`src/rtl/go_board_pkg.sv`:
```
// Shared definitions for Go Board push-button front ends: hold FSM encoding and
// default timing constants for a 25 MHz board clock.
package go_board_pkg;

    typedef enum logic [1:0] {
        StIdle   = 2'd0,
        StHold   = 2'd1,
        StRepeat = 2'd2,
        StHeld   = 2'd3
    } hold_state_e;

    localparam int unsigned DebounceLimitDefault = 250000;    // 10 ms
    localparam int unsigned RepeatDelayDefault   = 12500000;  // 500 ms
    localparam int unsigned RepeatRateDefault    = 2500000;   // 100 ms

    function automatic int unsigned max_u(input int unsigned a, input int unsigned b);
        return (a > b) ? a : b;
    endfunction

endpackage

```
`src/rtl/debounce_filter.sv`:
```
// Two-flop synchroniser followed by a stability counter: the debounced level only
// follows the synchronised input after it has held a new value for DEBOUNCE_LIMIT cycles.
module debounce_filter
    import go_board_pkg::*;
#(
    parameter int unsigned DEBOUNCE_LIMIT = DebounceLimitDefault
) (
    input  logic i_Clk,
    input  logic i_Rst_L,
    input  logic i_Switch,
    output logic o_Switch
);

    localparam int unsigned     CntW   = $clog2(DEBOUNCE_LIMIT);
    localparam logic [CntW-1:0] CntMax = CntW'(DEBOUNCE_LIMIT - 1);

    logic            sync_meta_q;
    logic            sync_q;
    logic            switch_q, switch_d;
    logic [CntW-1:0] cnt_q, cnt_d;

    always_comb begin
        cnt_d    = cnt_q;
        switch_d = switch_q;
        if (sync_q == switch_q) begin
            cnt_d = '0;
        end else if (cnt_q == CntMax) begin
            switch_d = sync_q;
            cnt_d    = '0;
        end else begin
            cnt_d = cnt_q + 1'b1;
        end
    end

    always_ff @(posedge i_Clk) begin
        if (!i_Rst_L) begin
            sync_meta_q <= 1'b0;
            sync_q      <= 1'b0;
            switch_q    <= 1'b0;
            cnt_q       <= '0;
        end else begin
            sync_meta_q <= i_Switch;
            sync_q      <= sync_meta_q;
            switch_q    <= switch_d;
            cnt_q       <= cnt_d;
        end
    end

    assign o_Switch = switch_q;

endmodule

```
`src/rtl/switch_conditioner.sv`:
```
// Push-button front end: debounced level plus registered one-cycle press, release and
// long-hold pulses, with an optional auto-repeat press train while the button is held.
module switch_conditioner
    import go_board_pkg::*;
#(
    parameter int unsigned DEBOUNCE_LIMIT = DebounceLimitDefault,
    parameter int unsigned REPEAT_DELAY   = RepeatDelayDefault,
    parameter int unsigned REPEAT_RATE    = RepeatRateDefault
) (
    input  logic i_Clk,
    input  logic i_Rst_L,
    input  logic i_Switch,
    input  logic i_Repeat_En,
    output logic o_Switch,
    output logic o_Press,
    output logic o_Release,
    output logic o_Long
);

    localparam int unsigned      HoldW    = $clog2(max_u(REPEAT_DELAY, REPEAT_RATE));
    localparam logic [HoldW-1:0] DelayMax = HoldW'(REPEAT_DELAY - 1);
    localparam logic [HoldW-1:0] RateMax  = HoldW'(REPEAT_RATE - 1);

    hold_state_e      state_q, state_d;
    logic [HoldW-1:0] hcnt_q, hcnt_d;
    logic             press_q, press_d;
    logic             release_q, release_d;
    logic             long_q, long_d;

    debounce_filter #(
        .DEBOUNCE_LIMIT(DEBOUNCE_LIMIT)
    ) u_debounce (
        .i_Clk   (i_Clk),
        .i_Rst_L (i_Rst_L),
        .i_Switch(i_Switch),
        .o_Switch(o_Switch)
    );

    // Release is tested first in every held state so it beats any same-cycle terminal count.
    always_comb begin
        state_d   = state_q;
        hcnt_d    = hcnt_q;
        press_d   = 1'b0;
        release_d = 1'b0;
        long_d    = 1'b0;
        unique case (state_q)
            StIdle: begin
                if (o_Switch) begin
                    press_d = 1'b1;
                    hcnt_d  = '0;
                    state_d = StHold;
                end
            end
            StHold: begin
                if (!o_Switch) begin
                    release_d = 1'b1;
                    state_d   = StIdle;
                end else if (hcnt_q == DelayMax) begin
                    long_d = 1'b1;
                    hcnt_d = '0;
                    if (i_Repeat_En) begin
                        press_d = 1'b1;
                        state_d = StRepeat;
                    end else begin
                        state_d = StHeld;
                    end
                end else begin
                    hcnt_d = hcnt_q + 1'b1;
                end
            end
            StRepeat: begin
                if (!o_Switch) begin
                    release_d = 1'b1;
                    state_d   = StIdle;
                end else if (hcnt_q == RateMax) begin
                    hcnt_d = '0;
                    if (i_Repeat_En) begin
                        press_d = 1'b1;
                    end else begin
                        state_d = StHeld;
                    end
                end else begin
                    hcnt_d = hcnt_q + 1'b1;
                end
            end
            StHeld: begin
                if (!o_Switch) begin
                    release_d = 1'b1;
                    state_d   = StIdle;
                end
            end
            default: state_d = StIdle;
        endcase
    end

    always_ff @(posedge i_Clk) begin
        if (!i_Rst_L) begin
            state_q   <= StIdle;
            hcnt_q    <= '0;
            press_q   <= 1'b0;
            release_q <= 1'b0;
            long_q    <= 1'b0;
        end else begin
            state_q   <= state_d;
            hcnt_q    <= hcnt_d;
            press_q   <= press_d;
            release_q <= release_d;
            long_q    <= long_d;
        end
    end

    assign o_Press   = press_q;
    assign o_Release = release_q;
    assign o_Long    = long_q;

endmodule

```
`config.mk`:
```
export PLATFORM = sky130hd
export DESIGN_NAME = switch_conditioner
export DESIGN_NICKNAME = d
export VERILOG_FILES = /design/src/rtl/go_board_pkg.sv /design/src/rtl/debounce_filter.sv /design/src/rtl/switch_conditioner.sv
export SDC_FILE = /design/constraint.sdc
export NUM_CORES = 1
export LEC_CHECK = 0
export ABC_AREA = 1
export CORE_MARGIN = 1
export CORE_UTILIZATION = 30
export DETAILED_ROUTE_END_ITERATION = 12
export DONT_BUFFER_PORTS = 1
export MAX_ROUTING_LAYER = met4
export PLACE_DENSITY = 0.5
export SYNTH_ARGS = -nofsm -noshare
export SYNTH_HDL_FRONTEND = slang
export SYNTH_HIERARCHICAL = 1
export SYNTH_SLANG_ARGS = --single-unit
```
`constraint.sdc`:
```
create_clock -name i_Clk -period 3.6 [get_ports i_Clk]
set_input_delay 0.72 -clock i_Clk [delete_from_list [all_inputs] [get_ports i_Clk]]
set_output_delay 0.72 -clock i_Clk [all_outputs]
set_load 0.02 [all_outputs]
```
Yosys cells after proc, flatten, opt, wreduce, memory -nomap -nowiden
Index checks and enable logic that the tools add are counted.
{ "word_totals": {"word_cells": 60, "reg_bits": 50, "input_bits": 4, "output_inout_bits": 4} }
{ "op_classes": {"mux": 24, "n_addsub": 2, "n_reduce_logical": 9, "bitwise": 2, "eq_ne": 14} }
{ "op_table": {"columns": ["op", "n"], "rows": [
  ["24-bit 2-to-1 mux", 5],
  ["24-bit one-hot mux with 3 select lines", 1],
  ["24-bit by 1-bit adder with 24-bit output (second input constant)", 1],
  ["24-bit by 22-bit equality test with 1-bit output (second input constant)", 1],
  ["24-bit equality test (second input constant)", 1],
  ["18-bit by 1-bit adder with 18-bit output (second input constant)", 1],
  ["18-bit equality test (second input constant)", 1],
  ["2-bit 2-to-1 mux", 7],
  ["1-bit 2-to-1 mux", 9],
  ["3-bit != test (second input constant)", 3],
  ["2-bit one-hot mux with 4 select lines", 1],
  ["2-bit by 1-bit != test with 1-bit output (second input constant)", 3],
  ["3-bit OR reduction", 2],
  ["5-bit AND reduction", 1],
  ["2-bit equality test (second input constant)", 2],
  ["2-bit AND reduction", 2],
  ["4-bit AND reduction", 1],
  ["1-bit one-hot mux with 3 select lines", 1],
  ["3-bit AND reduction", 1],
  ["3-bit nonzero test", 1],
  ["2-bit by 1-bit equality test with 1-bit output (second input constant)", 1],
  ["2-bit logical NOT", 1],
  ["2-bit != test (second input constant)", 1],
  ["1-bit inverter", 2],
  ["1-bit equality test", 1]
]} }

Longest topological paths before layout
{ "depth": {"word_depth": 4, "mapped_depth": 13, "mapped_depth_nobuf": 12} }

By module
The synthesis kept the hierarchy.
{ "by_module_without_submodules": {"columns": ["mod", "area_per_inst_um2", "cells_per_inst", "seq_area_each_um2", "instances"], "rows": [
  ["switch_conditioner", 1805.5, 265, 580.6, 1],
  ["debounce_filter", 1049.8, 151, 420.4, 1]
]} }

Worst setup path after synthesis
No wires, ideal clock.
{ "synth_timing": {"kind": "reg2reg", "startpoint": "register state_q[0]", "endpoint": "register hcnt_q[10]", "stages_incl_launch_ff": 11, "arrival_ns": 1.484, "path_buffers": 1, "period_less_slack_ns": 1.600, "setup_ns": 0.116, "required_time_ns": 3.484, "setup_slack_ns": 2.000, "cell_sequence": "dfxtp_1 > inv_1 > ha_1 > nand2_1 > inv_2 > nor2_2 > nand2_4 > buf_2 > nand4_1 > xor2_1 > nor2_1"} }
{ "synth_between": {"elab_chain_cells": 3, "word_cells_on_any_way": 9, "cone_classes": "eq/ne (5); mux (1); reduce/logical (3)"} }
{ "synth_rtl": {"columns": ["item", "line", "text"], "rows": [
  ["start, declared", "switch_conditioner.sv:24", "hold_state_e state_q, state_d;"],
  ["start signal, assigned", "switch_conditioner.sv:98", "state_q <= StIdle;"],
  ["start signal, assigned", "switch_conditioner.sv:104", "state_q <= state_d;"],
  ["2-bit by 1-bit equality test with 1-bit output, or another cell as far along", "switch_conditioner.sv:46", "unique case (state_q)"],
  ["2-bit by 1-bit != test with 1-bit output (no line) / 3-bit nonzero test (equally long branches)", null, null],
  ["4-bit AND reduction (no line)", null, null],
  ["end signal, assigned", "switch_conditioner.sv:105", "hcnt_q <= hcnt_d;"],
  ["end, declared", "switch_conditioner.sv:25", "logic [HoldW-1:0] hcnt_q, hcnt_d;"]
]} }
Several ways; a longest one is shown, not always the timed one.
A chain may end at the register's enable or synchronous reset.

Worst setup path in the final report
{ "layout_timing": {"startpoint": "register state_q[0]", "endpoint": "register hcnt_q[12]"} }
Same word-level chain as after synthesis.

==> impl_summary.md <==
Run status
The flow ran to the end, and the final reports show no timing, DRC or antenna violations.

Global routing
Entering global routing, the biggest net connects 20 pins. For this run the aggregate overflow at the end of global routing stands at 0. The number of antenna violations at the first check in global routing is 0. The number of global-route vias before repair is 2334. The first-pass GRT wire length is 10500 µm. In the global route stage, overall resource usage came out at 0.137.

Timing
Setup repair after global routing left no endpoint under its margin. After layout, the minimum clock period comes to 1.93 ns. The worst pin sits at a relative slew slack of 0.652. The hold slack is 0.425 ns.

The worst setup slack after layout is 1.67 ns. The number of endpoints failing setup at the final stage is 0. The pin slew with the least headroom to its limit is 0.522 ns. The final critical-path share of the clock period is 0.536. The number of slew-limit violations in the final report is 0. The final count of hold timing violations is 0. The worst-case clock skew is 0.0131 ns. After routing, the total negative slack on setup checks comes to 0 ns. The maximum clock frequency is 0.518 GHz.

Yosys
The number of cells produced by synthesis is 416. Of the total synthesized cell area, the portion taken by XOR and XNOR cells is 0.0613. The mean instance size in the synthesized netlist is 6.86 µm². After synthesis, the largest family of logic cells by area is simple AND/OR/NAND/NOR gates. The portion of synthesized area spent on multiplexers is 0.00745. The summed instance area of the synthesized netlist is 2860 µm².

The number of nets handed over by synthesis was 427. Of the total synthesized cell area, the portion taken by full adders, half adders and majority gates is 0.0307. The count of state elements after synthesis is 50. The share of synthesized area in the top cell type comes to 0.351. Yosys printed 6 warnings. The share of synthesized cell area in and, or, nand and nor gates is 0.411.

The leading area contributor after synthesis is dfxtp_1. The distinct cell type count after synthesis is 35. The share of the yosys chip area belonging to registers is 0.351. By area the synthesized netlist is led by dfxtp_1 (35%), nand2_1 (12%), nor2_1 (11%). The post-synthesis compound-gate area fraction came to 0.0596.

Floorplan
The placement row count is 35. The die is 99.6 µm wide. The initial core utilization is 0.309. The top-level port count is 8. The die outline area is 9910 µm².

The height of the chip is 99.6 µm. The area of the placeable core is 9240 µm².

Routing
Dividing the detail-routed wire length by the instance count gives 11.2 µm. The detailed-route DRC error count is 0. The first detailed-routing pass ran for 4 iterations.

The first routing iteration left 95 violations. The per-cell via count in the routed design is 4.50. The total number of vias is 2468. Wires add up to 6140 µm. Once detail routing completed, the nets flagged for antenna violations numbered 0.

Placed design
In this run the tool buffered the top-level ports with 0 buffer cells. Routability-driven placement finished with a final weighted congestion of 0.899. The wire-length estimate of the detail-placed layout is 4710 µm. The post-placement worst setup slack is 1.68 ns. In this run the cell area measured after placement is 2980 µm².

Clock network
At the later pin of the worst-skew pair, clock insertion delay measures 0.30 ns. The total number of H-tree levels is 2. Gates resized during post-CTS repair numbered 0. Clock-pin slew was measured on the worst setup and hold paths at 0.10 ns. Clock tree synthesis found a total of 50 sinks. TritonCTS built the clock tree. In this run the post-CTS setup repair buffer count came out at 0. Buffers inserted during clock tree synthesis total 5. In this run the deepest clock path goes through 2 buffers. For this design, the CTS-stage hold fixing added 0 buffers.

The cell at the root of the clock tree is clkbuf_8.

Worst setup path
The critical path's top delay family is simple AND/OR/NAND/NOR gates. The critical-path maximum fanout is 17. The peak per-stage delay on the critical path is 0.43 ns. The worst setup path is of the reg2reg kind. The slowest cell on the critical path is dfxtp_1. The cell that appears most often on the critical path is nand2_1. The worst setup path is captured at a flip-flop. The critical path startpoint category is a flip-flop.

Traced cell by cell, the critical path runs through inv_1 -> ha_1 -> nand2_1 -> inv_2 -> nor2_2 -> nand2_4 -> nand2_1 -> nor2_1 -> nand2_1 -> xor2_1 -> nor2_2. Data on the critical path arrives at its endpoint at 2.13 ns. The number of buffers and inverters on the critical path is 2. The worst endpoint required time is 3.80 ns.

Finish
After filler insertion, the fill cell instance count of the layout stands at 984. Of the cells placed in the final design, the portion with a size suffix greater than 1 is 0.103. The post-route standard cell area excluding fillers is 3050 µm². From synthesis to final layout, the design area changed by 6.88%.

The library cells used most frequently in the layout, excluding fill and tap cells, are nand2_1 (91), nor2_1 (81), dfxtp_1 (50). The area used by multi-input combinational logic is 1630 µm². Measured on the finished design, the core utilization comes to 0.330. The net count of the finished layout is 430. The number of antenna diodes in the final layout is 0. The library cell used most frequently in the layout, excluding fill and tap cells, is nand2_1.

The area occupied by registers is 1000 µm².

Min path
The path class of the tightest hold or removal check is reg2reg.

Job
Across the run, the number of max-cap violations was 0.

Power and ir drop
The worst-case vdd ir drop is 0.000144 V. The power density over the cells is 358 nW/µm². Summed over all cells, the static leakage comes to 1.00 nW.
[power breakdown]
group          switching [W]  leakage, nW  internal (W)
Sequential         0.0000203        0.404      0.000568
Clock               0.000183       0.0383      0.000135
Combinational       0.000121        0.559     0.0000673
[cell type report]
| type | instances | area share |
|---|---|---|
| Inverter | 49 | 0.0603 |
| Multi-Input combinational cell | 313 | 0.534 |
| Clock buffer | 7 | 0.0250 |
| Tap cell | 129 | 0.0529 |
| Sequential cell | 50 | 0.328 |
[flip-flops by register name (all words and copies together), names as in the netlist]
name                    flops
u_debounce/o_Switch         1
u_debounce/cnt_q           18
o_Press                     1
o_Release                   1
state_q                     2
u_debounce/sync_q           1
o_Long                      1
u_debounce/sync_meta_q      1
hcnt_q                     24
[per-layer routing]
metal  GRT usage  up-vias  share of wire
met5           -        -              0
met4      0.0611        0          0.025
met3      0.0246       10          0.029
met2       0.226       37           0.47
met1       0.162     1106           0.48
li1            -     1315              -
[stage by stage]
| stage | total power (W) | cells |
|---|---|---|
| global placement | 0.000791 | 541 |
| CTS | 0.00111 | 548 |
| floorplan | 0.000759 | 416 |
| global route | 0.00116 | 548 |
| finish | 0.00109 | 548 |
| detailed placement | 0.000791 | 541 |
[final timing paths]
path                          startpoint                end  slack, ns  cells after the start
setup / recovery              state_q[0]         hcnt_q[12]       1.67                     11
setup reg to reg              state_q[0]         hcnt_q[12]       1.67                     11
hold / removal    u_debounce/sync_meta_q  u_debounce/sync_q       0.43                      2
hold reg to reg   u_debounce/sync_meta_q  u_debounce/sync_q       0.43                      2
[synthesized netlist by cell type, drive strengths merged]
library cell,count
mux2i,1
ha,7
buf,4
dfxtp,50
xnor2,5
nand4,9
xor2,15
o21bai,1
o21ai,10
nand3,31
inv,49
or2,5
o22ai,2
nor2,97
nand2,102
nor3,6
mux2,1
nand3b,2
o31ai,1
a21oi,17
a21o,1
[cell families (layout without fill, tap and decap cells)]
kind of cell,Yosys count,after routing
and+or+nand+nor,252,252
buffers and inverters,53,56
DFF,50,50
AOI/OAI and AO/OA,32,32
xor gates and xnor gates,20,20
adders and majority gates,7,7
muxes,2,2
[tightest hold or removal path, cell delays in order, from the launching register on]
cell and delay [ns]:
dfxtp_1 0.31, nand2_1 0.05, inv_1 0.03
(Power assumes the default switching activity.)
